===== src/rtl/posit_decode_pipe_if.sv =====
// posit_decode_pipe_if: input and output stream bundle of the posit decoder
interface posit_decode_pipe_if #(
  parameter int NBITS = 32,
  parameter int ES    = 3,
  parameter int TAG_W = 8
);
  localparam int SCALE_W = $clog2((NBITS-1) << ES) + 1;
  localparam int FRAC_W  = NBITS - ES - 3;
  logic                      in_valid;
  logic                      in_ready;
  logic [NBITS-1:0]          in_data;
  logic [TAG_W-1:0]          in_tag;
  logic                      out_valid;
  logic                      out_ready;
  logic                      out_sign;
  logic                      out_zero;
  logic                      out_inf;
  logic signed [SCALE_W-1:0] out_scale;
  logic [FRAC_W-1:0]         out_frac;
  logic [NBITS-2:0]          out_abs;
  logic [TAG_W-1:0]          out_tag;
  modport master (
    output in_valid, in_data, in_tag, out_ready,
    input  in_ready, out_valid, out_sign, out_zero, out_inf, out_scale, out_frac, out_abs, out_tag
  );
  modport slave (
    input  in_valid, in_data, in_tag, out_ready,
    output in_ready, out_valid, out_sign, out_zero, out_inf, out_scale, out_frac, out_abs, out_tag
  );
endinterface


===== src/rtl/posit_decode_pipe.sv =====
// posit_decode_pipe: three-stage posit(NBITS, ES) decoder with valid/ready and tag passthrough
module posit_decode_pipe #(
  parameter int NBITS = 32,
  parameter int ES    = 3,
  parameter int TAG_W = 8
) (
  input logic clk,
  input logic reset,
  posit_decode_pipe_if.slave io
);
  localparam int SCALE_W = $clog2((NBITS-1) << ES) + 1;
  localparam int RW      = NBITS - 1;
  localparam int MW      = $clog2(NBITS) + 1;
  logic               en;
  logic               v1, s1, z1, n1;
  logic [RW-1:0]      u1;
  logic [TAG_W-1:0]   t1;
  logic               v2, s2, z2, n2;
  logic [RW-1:0]      r2;
  logic [SCALE_W-1:0] k2;
  logic [MW-1:0]      w2;
  logic [TAG_W-1:0]   t2;
  logic [MW-1:0]      m, w_n;
  logic               run;
  logic [SCALE_W-1:0] mm, k_n, e, scale_n;
  logic [RW-1:0]      sh;
  logic               special;
  // the whole pipe moves together; bubbles travel with it
  assign en = ~io.out_valid | io.out_ready;
  assign io.in_ready = en;
  // stage 1: sign, special flags and two's-complement magnitude (only the low RW bits matter)
  always_ff @(posedge clk)
    if (reset) begin
      {v1, s1, z1, n1, u1, t1} <= '0;
    end else if (en) begin
      v1 <= io.in_valid;
      s1 <= io.in_data[NBITS-1];
      z1 <= ~io.in_data[NBITS-1] & ~|io.in_data[RW-1:0];
      n1 <= io.in_data[NBITS-1] & ~|io.in_data[RW-1:0];
      u1 <= io.in_data[NBITS-1] ? -io.in_data[RW-1:0] : io.in_data[RW-1:0];
      t1 <= io.in_tag;
    end
  // regime run length: count leading bits equal to the first regime bit
  always_comb begin
    run = 1'b1;
    m   = '0;
    for (int i = RW-1; i >= 0; i--) begin
      run = run & (u1[i] == u1[RW-1]);
      m   = m + MW'(run);
    end
  end
  assign w_n = (m == MW'(RW)) ? MW'(RW) : m + MW'(1);
  assign mm  = SCALE_W'(m);
  assign k_n = u1[RW-1] ? mm - SCALE_W'(1) : -mm;
  // stage 2: regime value k and regime width including terminator
  always_ff @(posedge clk)
    if (reset) begin
      {v2, s2, z2, n2, r2, k2, w2, t2} <= '0;
    end else if (en) begin
      v2 <= v1;
      s2 <= s1;
      z2 <= z1;
      n2 <= n1;
      r2 <= u1;
      k2 <= k_n;
      w2 <= w_n;
      t2 <= t1;
    end
  assign sh      = r2 << w2;
  assign e       = SCALE_W'(sh >> (RW - ES));
  assign scale_n = (k2 << ES) + e;
  assign special = z2 | n2;
  // stage 3: exponent and fraction from the regime-stripped word; specials force scale/frac to 0
  always_ff @(posedge clk)
    if (reset) begin
      io.out_valid <= 1'b0;
      io.out_sign  <= 1'b0;
      io.out_zero  <= 1'b0;
      io.out_inf   <= 1'b0;
      io.out_scale <= '0;
      io.out_frac  <= '0;
      io.out_abs   <= '0;
      io.out_tag   <= '0;
    end else if (en) begin
      io.out_valid <= v2;
      io.out_sign  <= s2;
      io.out_zero  <= z2;
      io.out_inf   <= n2;
      io.out_scale <= special ? '0 : scale_n;
      io.out_frac  <= special ? '0 : sh[RW-1-ES:2];
      io.out_abs   <= r2;
      io.out_tag   <= t2;
    end
endmodule


===== src/flat_wrapper.sv =====
// flat-port wrapper written by rule: the top's interface ports become plain ports
module posit_decode_pipe_flat 
#(
  parameter int NBITS = 32,
  parameter int ES    = 3,
  parameter int TAG_W = 8
)
  (clk, reset, io_in_valid, io_in_data, io_in_tag, io_out_ready, io_in_ready, io_out_valid, io_out_sign, io_out_zero, io_out_inf, io_out_scale, io_out_frac, io_out_abs, io_out_tag);
  posit_decode_pipe_if #(.NBITS(NBITS), .ES(ES), .TAG_W(TAG_W)) io_i ();
  input logic clk;
  input logic reset;
  input wire logic [$bits(io_i.in_valid)-1:0] io_in_valid;
  input wire logic [$bits(io_i.in_data)-1:0] io_in_data;
  input wire logic [$bits(io_i.in_tag)-1:0] io_in_tag;
  input wire logic [$bits(io_i.out_ready)-1:0] io_out_ready;
  output wire logic [$bits(io_i.in_ready)-1:0] io_in_ready;
  output wire logic [$bits(io_i.out_valid)-1:0] io_out_valid;
  output wire logic [$bits(io_i.out_sign)-1:0] io_out_sign;
  output wire logic [$bits(io_i.out_zero)-1:0] io_out_zero;
  output wire logic [$bits(io_i.out_inf)-1:0] io_out_inf;
  output wire logic [$bits(io_i.out_scale)-1:0] io_out_scale;
  output wire logic [$bits(io_i.out_frac)-1:0] io_out_frac;
  output wire logic [$bits(io_i.out_abs)-1:0] io_out_abs;
  output wire logic [$bits(io_i.out_tag)-1:0] io_out_tag;
  assign io_i.in_valid = io_in_valid;
  assign io_i.in_data = io_in_data;
  assign io_i.in_tag = io_in_tag;
  assign io_i.out_ready = io_out_ready;
  assign io_in_ready = io_i.in_ready;
  assign io_out_valid = io_i.out_valid;
  assign io_out_sign = io_i.out_sign;
  assign io_out_zero = io_i.out_zero;
  assign io_out_inf = io_i.out_inf;
  assign io_out_scale = io_i.out_scale;
  assign io_out_frac = io_i.out_frac;
  assign io_out_abs = io_i.out_abs;
  assign io_out_tag = io_i.out_tag;
  posit_decode_pipe #(.NBITS(NBITS), .ES(ES), .TAG_W(TAG_W)) u_core (.clk(clk), .reset(reset), .io(io_i));
endmodule

===== config.mk =====
export PLATFORM = sky130hd
export DESIGN_NAME = posit_decode_pipe_flat
export DESIGN_NICKNAME = d
export VERILOG_FILES = /design/src/rtl/posit_decode_pipe_if.sv /design/src/rtl/posit_decode_pipe.sv /design/src/flat_wrapper.sv
export SDC_FILE = /design/constraint.sdc
export NUM_CORES = 1
export LEC_CHECK = 0
export ABC_AREA = 1
export CAP_MARGIN = 20
export CORE_ASPECT_RATIO = 1.1
export CORE_UTILIZATION = 47
export CTS_CLUSTER_DIAMETER = 120
export CTS_CLUSTER_SIZE = 8
export DETAILED_ROUTE_END_ITERATION = 8
export DONT_BUFFER_PORTS = 1
export PLACE_DENSITY = 0.71
export SLEW_MARGIN = 20
export SYNTH_ARGS = -nofsm -noshare
export SYNTH_HDL_FRONTEND = slang
export SYNTH_SLANG_ARGS = --single-unit

===== constraint.sdc =====
create_clock -name clk -period 13.55 [get_ports clk]
set_input_delay 2.0325 -clock clk [delete_from_list [all_inputs] [get_ports clk]]
set_output_delay 2.0325 -clock clk [all_outputs]
set_load 0.02 [all_outputs]

Yosys cells after proc, flatten, opt, wreduce, memory -nomap -nowiden --
Cells that the tools add are included.
Word-level totals: output and inout port bits 79, bits of input ports 44, register bits after elaboration 176, word-level logic and storage cells 131
Operators by class: shift operators 1, add/sub/neg operators 35, muxes and demuxes 5, bitwise gates (word level) 35, equality and inequality tests 31, reduce and logical (&&, ||, !) cells 2
Operator list (count):
- $add 6x1->6 | 29
- $and 1x1->1 | 31
- $mux 31 | 1
- $neg 31->31 | 1
- $reduce_or 31->1 | 1
- $shl 31x6->31 | 1
- $eq 1x1->1 | 30
- $mux 26 | 1
- $mux 6 | 2
- $add 9x3->9 | 1
- $mux 9 | 1
- $add 6x1->6 const B | 1
- $eq 6x5->1 const B | 1
- $neg 6->6 | 1
- $sub 6x1->6 const B | 1
- $add 1x1->2 const A | 1
- $not 1->1 | 2
- $or 1x1->1 | 2
- $logic_not 1->1 | 1

Logic depth before layout (Yosys ltp) --
depth after elaboration 33, gate-level depth with buffers 31, depth with buffers taken out 31

Worst setup path before layout --
OpenSTA, ideal clock, no wires.
path type reg-to-reg, from reg u_core.u1[30], to reg u_core.k2[4], cell stages (with the launch flop) 28, clock period less this slack 6.225 ns, arrival 6.116 ns, setup time 0.109 ns, path slack 7.325 ns, data required time 13.441 ns, buffers on the path 1, cells stage by stage dfxtp_1 > buf_6 > or2_1 > o21ai_1 > nand4_4 > nor2_4 > nand4_4 > nor2_4 > nand3_1 > fa_1 > fa_1 > fa_1 > inv_1 > fa_1 > fa_1 > inv_1 > fa_1 > inv_1 > ha_1 > inv_1 > fa_1 > nand3b_1 > nand2_1 > xor2_1 > xor2_1 > xnor2_1 > a21o_1 > inv_1
Between the ends: cells in the longest elaborated chain, start to end 33, elaborated cells on any way between the ends 92, classes of those cells add/sub: 32; eq/ne: 30; mux: 1; bitwise: 29
Ends and longest elaborated chain:
- start: declaration | RTL line posit_decode_pipe.sv:16 | logic [RW-1:0] u1;
- start signal: assignment | RTL line posit_decode_pipe.sv:40 | u1 <= io.in_data[NBITS-1] ? -io.in_data[RW-1:0] : io.in_data[RW-1:0];
- $eq 1x1->1 | RTL line posit_decode_pipe.sv:48 | run = run & (u1[i] == u1[RW-1]);
- $add 1x1->2 or $and 1x1->1 (tied branches) | RTL line posit_decode_pipe.sv:49, posit_decode_pipe.sv:48
- $add 6x1->6 or $and 1x1->1 (tied branches) (28 in a row) | RTL line posit_decode_pipe.sv:49, posit_decode_pipe.sv:48
- $add 6x1->6 | RTL line posit_decode_pipe.sv:49 | m = m + MW'(run);
- $neg 6->6 or $sub 6x1->6 (tied branches) | RTL line posit_decode_pipe.sv:54 | assign k_n = u1[RW-1] ? mm - SCALE_W'(1) : -mm;
- $mux 6 * | RTL line posit_decode_pipe.sv:54
- end signal: assignment | RTL line posit_decode_pipe.sv:65 | k2 <= k_n;
- end: declaration | RTL line posit_decode_pipe.sv:20 | logic [SCALE_W-1:0] k2;
Every way passes the cells marked *; elsewhere a longest branch is shown, timed or not. A chain may end at the register's enable or synchronous reset.

Final worst setup path --
from reg u_core.u1[30], to reg u_core.k2[3]
The elaborated chain is that of the path after synthesis.

==> metrics.txt <==
Placed Cells=1594; # port buffers=0; grt ovf=0; Fin Setup TNS=0 ns; DR WL/cell=about 16 um; Max Fclk=about 0.14 GHz; Slowest-stage cell, CP=dfxtp_1; RePlAce Congestion=between 0.9 and 1; most frequent CP cell=fa_1; die width=approximately 140 um; Clock Path Buffers=2; initial antenna violation count=0; clk root buf=clkbuf_16; Core Footprint=20100 um^2; cell-internal power=~1100 uW; Hold WC Path Type=reg -> reg; FFs w/ async S/R, synth=0%; post-detailed-route count of antenna-violating nets=0; period utilization=52.5%; initial drt markers=between 500 and 600; Die Area=~21000 um^2; Comb pwr share=31.2%; Max Cap Viol=0; unrepaired setup endpoints after global routing=false; Gate Count Post-Synth=roughly 1400; Vias/cell=5.46; Yosys reg bits=between 150 and 200; top-count cell post-synth=nand2_1; Top Ports=about 120; Yosys Warn Count=0; vias=8884; post-CTS setup buffer count=0; Synth top cells by count=nand2_1 (273), dfxtp_1 (176), nor2_1 (174), o21ai_0 (174), inv_1 (151); clock skew=0.00973 ns; clock power share=~29%; top post-synthesis cells by area=dfxtp_1 (36%), nand2_1 (10%), o21ai_0 (8.9%), nor2_1 (6.7%), inv_1 (5.8%); CTS sink count=between 150 and 200; sw power=approximately 700 uW; # setup viols final=0; Net Count, Synth=between 1000 and 1500; Netlist cell types=50; Worst setup EP type=flop; Worst Tran Pin Value=between 0.9 and 1 ns; CTS Buf Count=17; drt total wl=25700 um; share of cells above drive strength 1=~5.5%; Remaining DRCs=0; n_diodes=0; peak per-stage delay on the critical path=0.52 ns; Layout Nets=between 1000 and 1500; post-cts sizing count=0; synth-to-layout area growth=6.87%; status=complete, no violations; Mapped Avg Cell Area=just under 7 um^2; CTS clk-pin slew, worst paths=around 0.070 ns; top-area cell type share of the netlist area=between 30% and 40%; Critical Path AT=7.44 ns; type of the worst setup path=reg -> reg; Initial Util=48.5%; Flop pwr share=about two fifths; switching part of the total=about 40%; Worst Path Required=approximately 14 ns; vias in the first global route=around 8400; first-pass GRT wire length=approximately 43000 um; Leak=0.00467 uW; Clock Latency Late Sink=between 0.4 and 0.5 ns; Tot GR Track Use=roughly a quarter; post-DP HPWL=~19000 um; max_slew headroom=36.4%; register area share after synthesis=between 30% and 40%; Post-Synthesis Cell Area=a little under 10000 um^2; final hold violations=0; Die H=roughly 150 um; Core Rows=54; total iterations of the first detailed-routing run=5; startpoint types=flop; Post-CTS Hold Buffers=0; Post-synth top flop=dfxtp_1; Util after Layout=51.9%; H-tree Lvls=4; minimum clock period=a little over 7 ns; fin cells=1626; Worst Path Max Fanout=34; dominant cell type by area after synthesis=dfxtp_1; FILL cells=between 2000 and 2500; largest net degree at the start of global routing=between 90 and 100; power per standard cell area=169 nW/um^2; CTS tree=built; VDD IR-drop max=~0.00009 V; EDFF count, synth=0; Final Power=around 1800 uW; final slew viol count=0
==> flip-flops by register name, indices dropped and copies added (netlist names), 8 cells and up <==
| name | cells |
|---|---|
| u_core.t2 | 8 |
| u_core.t1 | 8 |
| u_core.io.out_abs | 31 |
| u_core.io.out_frac | 26 |
| u_core.io.out_tag | 8 |
| u_core.u1 | 31 |
| u_core.r2 | 31 |
| u_core.io.out_scale | 9 |
==> kinds of logic after synthesis <==
| group | after synthesis | synth area share [%] |
|---|---|---|
| compound gates | 370 | 20.8 |
| flops | 176 | 36.0 |
| mux | 8 | 0.819 |
| fa+ha+maj | 35 | 6.25 |
| xor+xnor | 23 | 2.06 |
| simple gates | 561 | 24.5 |
| buf+inv | 245 | 9.61 |
==> path summary, 6_finish.rpt <==
| kind | slack (ns) | endpoint | start | depth (start not counted) |
|---|---|---|---|---|
| setup / recovery | 6.43 | u_core.k2[3]$_SDFFE_PP0P_ | u_core.u1[30]$_SDFFE_PP0P_ | 29 |
| hold / removal | 0.46 | u_core.n1$_SDFFE_PP0P_ | u_core.n1$_SDFFE_PP0P_ | 2 |
| setup reg to reg | 6.43 | u_core.k2[3]$_SDFFE_PP0P_ | u_core.u1[30]$_SDFFE_PP0P_ | 29 |
| hold reg to reg | 0.46 | u_core.n1$_SDFFE_PP0P_ | u_core.n1$_SDFFE_PP0P_ | 2 |
==> cell usage in the layout, fill, tap and decap left out, types with 6 or more instances in the layout <==
| cell | Yosys | final |
|---|---|---|
| xor2_1 | 16 | 16 |
| nand3_1 | 57 | 57 |
| o221ai_1 | 11 | 11 |
| o21bai_1 | 6 | 6 |
| ha_1 | 12 | 12 |
| or2_1 | 8 | 8 |
| nor3_1 | 8 | 8 |
| clkbuf_16 | 0 | 17 |
| o211ai_1 | 14 | 14 |
| dfxtp_1 | 176 | 176 |
| buf_4 | 1 | 8 |
| o21ai_0 | 174 | 174 |
| mux2i_1 | 8 | 8 |
| inv_1 | 151 | 151 |
| nand2_1 | 273 | 273 |
| fa_1 | 23 | 23 |
| nor2_1 | 174 | 173 |
| a31oi_1 | 8 | 8 |
| o21ai_1 | 27 | 27 |
| a21oi_1 | 106 | 106 |
| nand4_1 | 10 | 10 |
| xnor2_1 | 7 | 7 |
==> power by group through the flow <==
stage | logic (uW) | clock network (uW) | registers (uW)
after floorplan | 445 | 0 | 686
after global placement | 532 | 0 | 714
after detailed placement | 544 | 0 | 716
after CTS | 548 | 521 | 704
after global routing | 629 | 543 | 712
final | 551 | 512 | 704
==> worst max-delay path: cells and delay by family, from the launching register on <==
family	cells	cell delay (ns)
AND/OR/NAND/NOR	12	1.49
adder cells (fa/ha/maj)	8	3.53
XOR/XNOR	2	0.65
buffers and inverters	6	0.68
AO/OA/AOI/OAI	1	0.15
flip-flops	1	0.52
==> stage by stage <==
stage / hold slack, ns / setup slack [ns] / cell area (um^2)
3_3_place_gp: 0.451 / 6.66 / 9830
5_1_grt: 0.478 / 6.00 / 10400
6_report: 0.460 / 6.43 / 10400
4_1_cts: 0.460 / 6.47 / 10400
3_5_place_dp: 0.448 / 6.50 / 9830
2_1_floorplan: 0.441 / 7.33 / 9770
==> area by class of cell <==
type,count,area [um^2],area share [%]
tap,252,315,3.02
inverter,161,608,5.82
sequential,176,3520,33.7
clock buffer,17,425,4.07
clock inverter,15,195,1.87
multi-input combinational,997,5320,50.9
timing repair buffer,8,60.1,0.575
==> layer usage <==
layer | track usage (%) | vias up | part of all wire [%]
met3 | 5.04 | 54 | 6.0
met4 | 10.6 | 0 | 3.0
met1 | 31.4 | 4031 | 45
met5 | 0 | - | 0
li1 | - | 4512 | -
met2 | 41.1 | 287 | 46
Power figures use the tool's default switching activity.
